<file path="src/rtl/square_color_pkg.sv">
// Shared constants for the square colour panel controller.
//   - colour index constants (3-bit, 0..5)
//   - circle colour codes (2-bit, 3 is never driven)
//   - button slot numbering and controller state encoding
//   - idx_next: modulo increment with explicit wrap
package square_color_pkg;

  localparam logic [2:0] IDX_WHITE  = 3'd0;
  localparam logic [2:0] IDX_RED    = 3'd1;
  localparam logic [2:0] IDX_GREEN  = 3'd2;
  localparam logic [2:0] IDX_BLUE   = 3'd3;
  localparam logic [2:0] IDX_ORANGE = 3'd4;
  localparam logic [2:0] IDX_BLACK  = 3'd5;

  localparam logic [1:0] CIRC_BLACK  = 2'd0;
  localparam logic [1:0] CIRC_RED    = 2'd1;
  localparam logic [1:0] CIRC_ORANGE = 2'd2;

  // Slot order doubles as arbitration priority: lowest slot wins.
  localparam int NUM_BTNS = 3;
  localparam int BTN_U    = 0;
  localparam int BTN_C    = 1;
  localparam int BTN_D    = 2;

  typedef enum logic {
    ST_IDLE    = 1'b0,
    ST_LOCKOUT = 1'b1
  } state_t;

  function automatic logic [2:0] idx_next(input logic [2:0] idx, input int unsigned n);
    return (idx == 3'(n - 1)) ? 3'd0 : idx + 3'd1;
  endfunction

endpackage

</file>
<file path="src/rtl/square_color_ctrl_if.sv">
// Panel bundle between the button/renderer side and the controller.
//   btnU/btnC/btnD : raw asynchronous buttons (master -> slave)
//   up/ctr/dn_idx  : per-square colour indices (slave -> master)
//   circle_sel     : registered circle colour code
//   busy           : press lockout active
//   press_evt      : one-cycle pulse per accepted press
interface square_color_if;
  logic       btnU;
  logic       btnC;
  logic       btnD;
  logic [2:0] up_idx;
  logic [2:0] ctr_idx;
  logic [2:0] dn_idx;
  logic [1:0] circle_sel;
  logic       busy;
  logic       press_evt;

  modport master (
    output btnU, btnC, btnD,
    input  up_idx, ctr_idx, dn_idx, circle_sel, busy, press_evt
  );

  modport slave (
    input  btnU, btnC, btnD,
    output up_idx, ctr_idx, dn_idx, circle_sel, busy, press_evt
  );
endinterface

</file>
<file path="src/rtl/square_color_ctrl_btn_sync_edge.sv">
// Per-button 2-flop synchroniser plus rising-edge detect.
//   clk_khz_1  : clock
//   reset_task : synchronous active-high reset, clears all three flops
//   btn_raw    : asynchronous button
//   rise       : sync2 & ~prev (combinational from flops only)
// prev follows sync2 every cycle regardless of controller state, so a
// button held across a lockout window never re-triggers.
module btn_sync_edge (
  input  logic clk_khz_1,
  input  logic reset_task,
  input  logic btn_raw,
  output logic rise
);
  logic sync1, sync2, prev;

  always_ff @(posedge clk_khz_1) begin
    if (reset_task) begin
      sync1 <= 1'b0;
      sync2 <= 1'b0;
      prev  <= 1'b0;
    end else begin
      sync1 <= btn_raw;
      sync2 <= sync1;
      prev  <= sync2;
    end
  end

  assign rise = sync2 & ~prev;
endmodule

</file>
<file path="src/rtl/square_color_ctrl.sv">
// Square colour panel controller.
//   clk_khz_1  : 1 kHz clock
//   reset_task : synchronous active-high reset
//   pnl        : panel bundle (buttons in; indices, circle code, busy,
//                press_evt out), all outputs registered
// One press is accepted per IDLE cycle with priority U > C > D; losers
// are dropped. Each accepted press opens a LOCKOUT_CYCLES-long window
// during which every rise is ignored.
module square_color_ctrl
  import square_color_pkg::*;
#(
  parameter int LOCKOUT_CYCLES = 200,
  parameter int NUM_COLORS     = 6
) (
  input  logic           clk_khz_1,
  input  logic           reset_task,
  square_color_if.slave  pnl
);
  localparam logic [7:0] LOCK_LD = 8'(LOCKOUT_CYCLES - 1);

  logic [NUM_BTNS-1:0]      btn_raw, rise, grant;
  logic [NUM_BTNS-1:0][2:0] idx;
  state_t                   state, state_nx;
  logic [7:0]               cnt;
  logic [1:0]               circ;
  logic                     evt;

  assign btn_raw = {pnl.btnD, pnl.btnC, pnl.btnU};

  for (genvar i = 0; i < NUM_BTNS; i++) begin : g_btn
    btn_sync_edge u_btn (
      .clk_khz_1  (clk_khz_1),
      .reset_task (reset_task),
      .btn_raw    (btn_raw[i]),
      .rise       (rise[i])
    );
  end

  always_comb begin
    grant    = '0;
    state_nx = state;
    if (state == ST_IDLE) begin
      if (|rise) begin
        state_nx = ST_LOCKOUT;
        if (rise[BTN_U])      grant[BTN_U] = 1'b1;
        else if (rise[BTN_C]) grant[BTN_C] = 1'b1;
        else                  grant[BTN_D] = 1'b1;
      end
    end else if (cnt == 8'd0) begin
      state_nx = ST_IDLE;
    end
  end

  always_ff @(posedge clk_khz_1) begin
    if (reset_task) begin
      state <= ST_IDLE;
      cnt   <= 8'd0;
      idx   <= '0;
      circ  <= CIRC_BLACK;
      evt   <= 1'b0;
    end else begin
      state <= state_nx;
      evt   <= |grant;
      if (|grant)
        cnt <= LOCK_LD;
      else if (state == ST_LOCKOUT && cnt != 8'd0)
        cnt <= cnt - 8'd1;
      for (int i = 0; i < NUM_BTNS; i++)
        if (grant[i]) idx[i] <= idx_next(idx[i], NUM_COLORS);
      // Built from the indices as they stood before this edge, so the
      // circle lags an index update by one cycle.
      if (idx[BTN_U] == IDX_RED && idx[BTN_C] == IDX_RED && idx[BTN_D] == IDX_RED)
        circ <= CIRC_RED;
      else if (idx[BTN_U] == IDX_ORANGE && idx[BTN_C] == IDX_ORANGE && idx[BTN_D] == IDX_ORANGE)
        circ <= CIRC_ORANGE;
      else
        circ <= CIRC_BLACK;
    end
  end

  assign pnl.up_idx     = idx[BTN_U];
  assign pnl.ctr_idx    = idx[BTN_C];
  assign pnl.dn_idx     = idx[BTN_D];
  assign pnl.circle_sel = circ;
  assign pnl.busy       = (state == ST_LOCKOUT);
  assign pnl.press_evt  = evt;
endmodule

</file>
<file path="src/flat_wrapper.sv">
// flat-port wrapper written by rule: the top's interface ports become plain ports
module square_color_ctrl_flat import square_color_pkg::*;
#(
  parameter int LOCKOUT_CYCLES = 200,
  parameter int NUM_COLORS     = 6
)
  (clk_khz_1, reset_task, pnl_btnU, pnl_btnC, pnl_btnD, pnl_up_idx, pnl_ctr_idx, pnl_dn_idx, pnl_circle_sel, pnl_busy, pnl_press_evt);
  square_color_if pnl_i ();
  input  logic clk_khz_1;
  input  logic reset_task;
  input wire logic [$bits(pnl_i.btnU)-1:0] pnl_btnU;
  input wire logic [$bits(pnl_i.btnC)-1:0] pnl_btnC;
  input wire logic [$bits(pnl_i.btnD)-1:0] pnl_btnD;
  output wire logic [$bits(pnl_i.up_idx)-1:0] pnl_up_idx;
  output wire logic [$bits(pnl_i.ctr_idx)-1:0] pnl_ctr_idx;
  output wire logic [$bits(pnl_i.dn_idx)-1:0] pnl_dn_idx;
  output wire logic [$bits(pnl_i.circle_sel)-1:0] pnl_circle_sel;
  output wire logic [$bits(pnl_i.busy)-1:0] pnl_busy;
  output wire logic [$bits(pnl_i.press_evt)-1:0] pnl_press_evt;
  assign pnl_i.btnU = pnl_btnU;
  assign pnl_i.btnC = pnl_btnC;
  assign pnl_i.btnD = pnl_btnD;
  assign pnl_up_idx = pnl_i.up_idx;
  assign pnl_ctr_idx = pnl_i.ctr_idx;
  assign pnl_dn_idx = pnl_i.dn_idx;
  assign pnl_circle_sel = pnl_i.circle_sel;
  assign pnl_busy = pnl_i.busy;
  assign pnl_press_evt = pnl_i.press_evt;
  square_color_ctrl #(.LOCKOUT_CYCLES(LOCKOUT_CYCLES), .NUM_COLORS(NUM_COLORS)) u_core (.clk_khz_1(clk_khz_1), .reset_task(reset_task), .pnl(pnl_i));
endmodule
</file>
<file path="config.mk">
export PLATFORM = sky130hd
export DESIGN_NAME = square_color_ctrl_flat
export DESIGN_NICKNAME = d
export VERILOG_FILES = /design/src/rtl/square_color_pkg.sv /design/src/rtl/square_color_ctrl_if.sv /design/src/rtl/square_color_ctrl_btn_sync_edge.sv /design/src/rtl/square_color_ctrl.sv /design/src/flat_wrapper.sv
export SDC_FILE = /design/constraint.sdc
export NUM_CORES = 1
export LEC_CHECK = 0
export CAP_MARGIN = 20
export CORE_AREA = 8 8 62 64
export DETAILED_ROUTE_END_ITERATION = 10
export DIE_AREA = 0 0 70 72
export PLACE_DENSITY = 0.71
export RECOVER_POWER = 100
export SYNTH_ARGS = -nofsm -noshare
export SYNTH_HDL_FRONTEND = slang
export SYNTH_SLANG_ARGS = --single-unit
</file>
<file path="constraint.sdc">
create_clock -name clk_khz_1 -period 1.5 [get_ports clk_khz_1]
set_input_delay 0.45 -clock clk_khz_1 [delete_from_list [all_inputs] [get_ports clk_khz_1]]
set_output_delay 0.45 -clock clk_khz_1 [all_outputs]
set_load 0.02 [all_outputs]
</file>
# Word-level counts from Yosys, hierarchy flattened
# Cells that the tools add are included.
# op_classes
n_bitwise,6
reduce_logical,12
add_sub_neg,4
eq_ne,9
muxes,16
# ops
operator,n
"3-bit == test, second input constant",6
8-bit two-way mux,2
3-bit two-way mux,5
"3-bit by 1-bit adder with 3-bit output, second input constant",3
"3-bit by 1-bit == test with 1-bit output, second input constant",3
8-bit zero test,1
8-bit nonzero test,1
"8-bit by 1-bit subtractor with 8-bit output, second input constant",1
1-bit two-way mux,7
3-bit OR reduction,2
1-bit logical AND,5
2-bit two-way mux,2
4-bit OR reduction,1
1-bit bitwise AND,3
1-bit NOT,3
2-bit nonzero test,1
2-bit OR reduction,1
# word_totals
register_bits,30
out_inout_bits,13

# Depth between registers and ports, before layout
# Gate-level depths: netlist (run 1).
# depth
ltp_word,8
depth_mapped,5
depth_no_buf,5

# Cells and area by module
# From an unflattened synthesis (run 1), not the netlist that was laid out.
# hier_totals
cells_unflattened,127
hier_area_um2,1233.7
# modules_own_cells
module,cells_per_inst,instances,area_per_inst_um2
square_color_ctrl,106,1,970.9
btn_sync_edge,7,3,87.6

# Worst setup path after synthesis (run 1)
# Ideal clock, no wire load.
# synth_path
kind,reg-to-reg
from,"register u_core.state, in the netlist u_core.pnl.busy"
to,register u_core.cnt[3]
slack_ns,-0.109
setup_time_ns,0.086
stages_incl_launch_ff,5
arrival_ns,1.523
cell_sequence,dfxtp_1 > buf_2 > or4b_1 > a211o_1 > a211oi_1
# synth_via
elab_chain_cells,2
elab_cells_between_ends,3
cone_classes,1 x mux; 2 x reduce/logical
# synth_rtl
element,line,rtl
"start, declared",square_color_ctrl.sv:23,"state_t state, state_nx;"
"start signal, assigned",square_color_ctrl.sv:62,state <= state_nx;
3-bit two-way mux,square_color_ctrl.sv:42,if (state == ST_IDLE) begin
4-bit OR reduction (no line),--,
"end signal, assigned",square_color_ctrl.sv:67,cnt <= cnt - 8'd1;
"end, declared",square_color_ctrl.sv:24,logic [7:0] cnt;
# Parallel ways exist; a longest one is shown, timed or not.
# A chain may end at the register's enable or synchronous reset.

# Worst setup path in the final report (run 1)
# layout_path
from,register u_core.cnt[5]
to,register u_core.cnt[6]
# layout_via
elab_chain_cells,3
elab_cells_between_ends,6
cone_classes,1 x add/sub; 2 x mux; 3 x reduce/logical
# layout_rtl
element,line,rtl
8-bit by 1-bit subtractor with 8-bit output / 8-bit nonzero test (equally long branches),"square_color_ctrl.sv:67, square_color_ctrl.sv:66",
8-bit two-way mux / 1-bit logical AND (equally long branches),square_color_ctrl.sv:66,else if (state == ST_LOCKOUT && cnt != 8'd0)
8-bit two-way mux / 2-bit nonzero test (equally long branches),--,
# Parallel ways exist; a longest one is shown, timed or not. The select of a mux whose other input is x is not followed.

==> results of run 1 <==
## cell type report
type | instances | area (sq um) | share of cell area (%)
Sequential cell | 30 | 613.1 | 34.27
Clock buffer | 7 | 45.04 | 2.517
Multi-Input combinational cell | 96 | 732.0 | 40.91
Tap cell | 33 | 41.29 | 2.308
Timing Repair Buffer | 45 | 350.3 | 19.58
Inverter | 2 | 7.507 | 0.4196
## worst max-delay path, delay by kind of cell (launching register included)
family	cells	cell delay (ns)
AOI/OAI and AO/OA	1	0.13
DFF	1	0.32
and+or+nand+nor	2	1.00
## registers in the layout, indices dropped and copies added, names as in the netlist
name / flops
u_core.cnt: 8
u_core.g_btn.u_btn.prev: 3
u_core.g_btn.u_btn.sync1: 3
u_core.g_btn.u_btn.sync2: 3
u_core.pnl.ctr_idx: 3
u_core.pnl.dn_idx: 3
u_core.pnl.up_idx: 3
u_core.pnl.circle_sel: 2
u_core.pnl.busy: 1
u_core.pnl.press_evt: 1
## per-layer routing
layer,track usage [%],share of wire (%),vias to the layer above
met5,0,0,-
met4,5.580,1.2,0
met3,5.866,5.5,4
met2,19.09,49,32
met1,14.66,44,595
li1,-,-,602
## worst max path at each step
stage | end | slack, ns | cells past startpoint
floorplan | u_core.pnl.dn_idx[0] | 0.0003 | 4
global placement | u_core.pnl.circle_sel[0] | -0.12 | 3
detailed placement | u_core.pnl.circle_sel[1] | -0.14 | 3
CTS | u_core.cnt[6] | -0.009 | 3
global route | u_core.cnt[1] | -0.06 | 5
finish | u_core.cnt[6] | -0.005 | 3
## kinds of logic (layout without fill, tap and decap cells)
| group | after synthesis | in the layout |
|---|---|---|
| AOI/OAI and AO/OA | 32 | 32 |
| and+or+nand+nor | 60 | 60 |
| DFF | 30 | 30 |
| muxes | 2 | 2 |
| adders and majority gates | 2 | 2 |
| buffers and inverters | 8 | 54 |
## cell usage in the layout, fill, tap and decap left out, types with 5 or more instances in the layout
master,netlist,layout
nor2b_1,14,14
a21oi_1,9,9
nand2_1,7,7
buf_4,0,23
dlygate4sd2_1,0,8
clkbuf_4,0,5
dfxtp_1,30,24
clkbuf_1,4,5
## where the power goes
part,leakage (uW),internal [uW],switching (uW)
Combinational,0.000416,222,205
Sequential,0.000248,847,49.6
Clock,0.0000254,177,253
## per-stage QoR
| step | power, uW | setup TNS [ns] | util, % | setup WS, ns | hold WS [ns] |
|---|---|---|---|---|---|
| 5_1_grt | 1850 | -0.2674 | 61.64 | -0.06361 | 0.4704 |
| 6_report | 1753 | -0.005452 | 61.64 | -0.005452 | 0.4493 |
| 4_1_cts | 1715 | -0.009170 | 59.40 | -0.009170 | 0.4508 |
| 2_1_floorplan | 1117 | 0 | - | 0.0002623 | 0.4138 |
| 3_5_place_dp | 1276 | -1.726 | 57.63 | -0.1416 | 0.4419 |
| 3_3_place_gp | 1261 | -1.216 | 57.63 | -0.1197 | 0.4220 |
## what timing repair did
item | in CTS | in global routing
gates resized for setup | 21 | 17
pin swaps | 2 | 5
buffers inserted | 1 | 3
setup endpoints to repair | 21 | 17
==> impl_metrics.csv, run 1 <==
group,metric,value,unit
place,placed_area,0.001673,sq mm
floorplanning,fp.dieW,70,um
routing,drt_wl_total,3.184,mm
sta,rsz0062_at_grt,"yes",
floorplanning,rows,20,
finish,fin_cells,213,
sta,max_freq,0.6643,GHz
worst_hold_path,holdPathEnd,"u_core.g_btn[2].u_btn.sync2",
global_routing,grt_pass1_wl,5.250,mm
synth,synth_compound_area_share,16.68,%
synth,synth_top_area_cell,"dfxtp_1",
routing,wl_per_cell,14.95,um
clock_network,cts.sinks,30,
place,port_buffers,17,
status,status,"finished with violations",
routing,drc_errors,0,
synth,postSynthCellCount,134,
synth,synth-edff-count,0,
synth,synthArstFlopShare,0,%
setup_path,critPathArrivalTime,1.76,ns
synth,synth_top_family_by_area,"simple AND/OR/NAND/NOR gates",
setup_path,reg2reg_depth,3,
synth,synth_cell_type_count,37,
sta,drv_slew,0,
setup_path,cpPeakStageDelay,0.53,ns
finish,layout-drive-gt1-share,30.56,%
synth,ys_top_cells_by_area,"dfxtp_1, nor2b_1, a21oi_1, or3b_2, o31ai_1",
worst_hold_path,hold_depth,1,
setup_path,path_max_fanout,2,
clock_network,ctsRootBufferMaster,"clkbuf_4",
setup_path,regToRegSetupSlack,-0.005,ns
clock_network,clock_path_buffers,2,
sta,fin_ws,-0.005452,ns
place,gp_congestion,0.9048,
finish,num_antenna_cells,0,
routing,routed_via_density,5.789,
sta,hold_viol,0,
global_routing,grt_max_degree,17,
global_routing,overflow,0,
finish,fillers,250,
synth,synth_xor_area_share,0,%
place,dp.cells,202,
clock_network,clk_latency,0.32,ns
finish,area_delta_synth_final,37.90,%
clock_network,numCtsBuffers,5,
setup_path,critPathLaunchType,"flip-flop",
finish,fin_area,0.001789,sq mm
synth,synthAdderAreaFrac,1.929,%
setup_path,setup.worst_path.class,"flip-flop to flip-flop",
worst_hold_path,min-delay-start,"u_core.g_btn[2].u_btn.sync1",
floorplanning,ios,18,
global_routing,grt_pass1_vias,1191,
synth,synth_nets,141,
global_routing,grt_use_total,12.52,%
sta,fin_skew,0.009740,ns
clock_network,cts_tree,"done",
synth,ys.flop_type,"dfxtp_1",
setup_path,crit_chain,"or4_4, or4_1, a31oi_1",
floorplanning,die-area,0.005040,sq mm
routing,drt_iter0_drc,92,
sta,period_share,100.4,%
routing,vias,1233,
synth,syn_area_per_cell,9.683,sq um
setup_path,r2r_start,"u_core.cnt[5]",
worst_hold_path,hp-class,"flip-flop to flip-flop",
sta,setup_viol,1,
synth,netlist_area,0.001297,sq mm
clock_network,h-tree-depth,2,
setup_path,required,1.75,ns
synth,ys_seq_area_share,46.29,%
synth,synth-simple-area-share,31.05,%
routing,final_antenna_net_count,0,
floorplanning,initial_core_util,44.70,%
status,failed_checks,"setup timing",
flow_run,drv_cap,0,
clock_network,clk_pin_slew,0.09,ns
synth,synth_seq_cells,30,
global_routing,antenna_found_initial,0,
synth,synth.area.mux_share,1.639,%
power,p_leak,0.0006889,uW
sta,worstMarginPinSlew,0.4154,ns
power,ir_drop,0.6657,mV
place,place_hpwl,2.196,mm
setup_path,crit_start,"u_core.cnt[5]",
sta,relSlewSlack,72.17,%
setup_path,crit_path_end_kind,"flip-flop",
power,power_density,979.7,mW/mm^2
synth,ys.warnings.count,0,
routing,first_pass_iters,4,
floorplanning,die_h,72,um
setup_path,worstReg2RegEnd,"u_core.cnt[6]",
synth,yosysMostFrequentCell,"dfxtp_1",
clock_network,ctsHoldBuffers,0,
finish,final_nets,187,
floorplanning,core-area,0.002903,sq mm
synth,synth_top_area_share,46.29,%
setup_path,slowest_stage,"or4_4",
sta,fin_crit,1.505,ns
synth,synth_common_cells,"dfxtp_1, nor2b_1, a21oi_1, nand2_1",
No activity file was read; power rests on OpenSTA's default activity.
==> inputs of run 2 (changes only) <==
ABC_AREA = 1   (was default)
CORE_AREA = 4 4 58 60   (was 8 8 62 64)
DIE_AREA = 0 0 62 64   (was 0 0 70 72)
==> run 2 against run 1 <==
The run now ends clean. Maximum frequency is 3.2% higher. Synthesized cell count is 31% higher. Worst setup slack better by 0.047 ns. Hold slack worse by 0.046 ns. First-iteration DRC count is 60% lower. Total power is 2.6% lower. Critical endpoint is now pnl_ctr_idx[0]. Highest routed layer unchanged.
==> impl_metrics.csv, run 2 <==
group,metric,value,unit
routing,drt_iter0_drc,37,
routing,vias,1159,
clock_network,cts.sinks,30,
finish,fin_area,0.001564,sq mm
finish,area_delta_synth_final,20.66,%
synth,synth_top_area_share,46.33,%
finish,top_register,"u_core.cnt",
status,status,"finished clean",
routing,drc_errors,0,
flow_run,drv_cap,0,
finish,largest_reg_flops,8,
clock_network,cts_tree,"done",
synth,synth_cell_type_count,23,
setup_path,critPathLaunchType,"flip-flop",
synth,synth-edff-count,0,
setup_path,crit_path_end_kind,"output pin",
global_routing,grt_use_total,16.46,%
floorplanning,initial_core_util,44.27,%
sta,drv_slew,0,
setup_path,critPathArrivalTime,1.01,ns
power,p_leak,0.0007051,uW
clock_network,clock_path_buffers,2,
synth,postSynthCellCount,175,
sta,fin_skew,0.007235,ns
place,placed_area,0.001565,sq mm
synth,yosysMostFrequentCell,"inv_1",
synth,synth_nets,182,
synth,ys_seq_area_share,46.33,%
setup_path,crit_chain,"clkdlybuf4s15_1",
power,power_density,1091,mW/mm^2
clock_network,clk_pin_slew,0.09,ns
setup_path,cpPeakStageDelay,0.37,ns
routing,final_antenna_net_count,0,
synth,synth_common_cells,"inv_1, dfxtp_1, nand2_1, nor2_1, nand3_1",
floorplanning,fp.dieW,62,um
synth,synthArstFlopShare,0,%
routing,routed_via_density,4.870,
synth,synth_top_area_cell,"dfxtp_1",
sta,hold_viol,0,
place,place_hpwl,2.049,mm
routing,wl_per_cell,11.43,um
setup_path,path_max_fanout,3,
setup_path,slowest_stage,"dfxtp_1",
sta,fin_crit,1.458,ns
synth,ys.flop_type,"dfxtp_1",
global_routing,grt_pass1_wl,4.899,mm
setup_path,setup.worst_path.class,"flip-flop to output pin",
floorplanning,core-area,0.002928,sq mm
finish,num_antenna_cells,0,
sta,worstMarginPinSlew,0.5734,ns
sta,max_freq,0.6856,GHz
synth,ys.warnings.count,0,
clock_network,clk_latency,0.32,ns
sta,rsz0062_at_grt,"no",
clock_network,postCtsSetupBuffers,0,
clock_network,numCtsBuffers,5,
sta,setup_viol,0,
clock_network,h-tree-depth,2,
worst_hold_path,hp-class,"flip-flop to flip-flop",
setup_path,critPathTopFamily,"flip-flops",
place,gp_congestion,0.8195,
synth,ys_top_cells_by_area,"dfxtp_1, inv_1, nand2_1, nor2_1, nand3_1",
floorplanning,rows,20,
setup_path,crit_buf_inv,1,
global_routing,antenna_found_initial,0,
finish,final_nets,212,
finish,layout_common_cells,"inv_1, dfxtp_1, nand2_1",
finish,layout-drive-gt1-share,10.73,%
sta,period_share,97.23,%
global_routing,overflow,0,
floorplanning,die_h,64,um
power,ir_drop,0.6826,mV
floorplanning,die-area,0.003968,sq mm
synth,syn_area_per_cell,7.407,sq um
sta,relSlewSlack,61.78,%
place,port_buffers,17,
global_routing,grt_max_degree,16,
routing,drt_wl_total,2.720,mm
setup_path,required,1.05,ns
clock_network,ctsHoldBuffers,0,
sta,hold_ws,0.4034,ns
global_routing,grt_pass1_vias,1180,
synth,netlist_area,0.001296,sq mm
routing,first_pass_iters,4,
synth,synth_seq_cells,30,
finish,layout_commonest_cell,"inv_1",
floorplanning,ios,18,
clock_network,ctsRootBufferMaster,"clkbuf_4",
-- run 2: where the power goes --
group          internal (uW)  switching, uW
logic                    157            240
clock network            176            249
registers                845           38.5
total                   1180            528
-- run 2: cell families (layout without fill, tap and decap cells) --
kind of cell	count (synthesis)	in the layout	share of synthesized area, %
DFF	30	30	46.33
buffers and inverters	36	66	11.29
and+or+nand+nor	83	83	28.76
xor gates and xnor gates	4	4	2.703
adders and majority gates	2	2	1.930
AOI/OAI and AO/OA	20	20	8.977
-- run 2: metal layers --
metal / track usage (%) / part of all wire (%) / vias up / wire (um)
li1: - / - / 611 / -
met1: 18.83 / 47 / 523 / 1270
met2: 26.17 / 47 / 18 / 1277
met3: 6.061 / 4.0 / 7 / 108
met4: 7.958 / 2.3 / 0 / 63
met5: 0 / 0 / - / 0
-- run 2: metrics by stage --
step                      power, uW  std cells  worst slack [ns]  util [%]    TNS (ns)
after floorplan                1199        175            0.2601         -           0
after global placement         1290        231        -0.0007828     53.46  -0.0007828
after detailed placement       1304        231          -0.07759     53.46     -0.1454
after CTS                      1731        238          0.002413     54.62           0
after global routing           1830        238          0.001048     53.42           0
final                          1707        238           0.04151     53.42           0
-- run 2: final timing paths --
path	startpoint	slack, ns	depth (start not counted)	to
hold reg to reg	u_core.g_btn[2].u_btn.sync1	0.40	2	u_core.g_btn[2].u_btn.sync2
hold / removal	u_core.g_btn[2].u_btn.sync1	0.40	2	u_core.g_btn[2].u_btn.sync2
setup reg to reg	u_core.cnt[0]	0.16	9	u_core.cnt[6]
setup / recovery	u_core.pnl.ctr_idx[0]	0.04	1	pnl_ctr_idx[0]
-- run 2: final cells by class --
type | instances | area [sq um]
inverters | 33 | 123.9
flip-flops and latches | 30 | 600.6
clock buffers | 7 | 45.04
multi-input cells | 109 | 554.3
repair buffers | 26 | 198.9
well taps | 33 | 41.29
fillers | 303 | 1364
-- run 2: timing repair --
action                     CTS  global route
setup endpoints to repair   13            10
resized for setup           17            10
pin swaps                    0             2
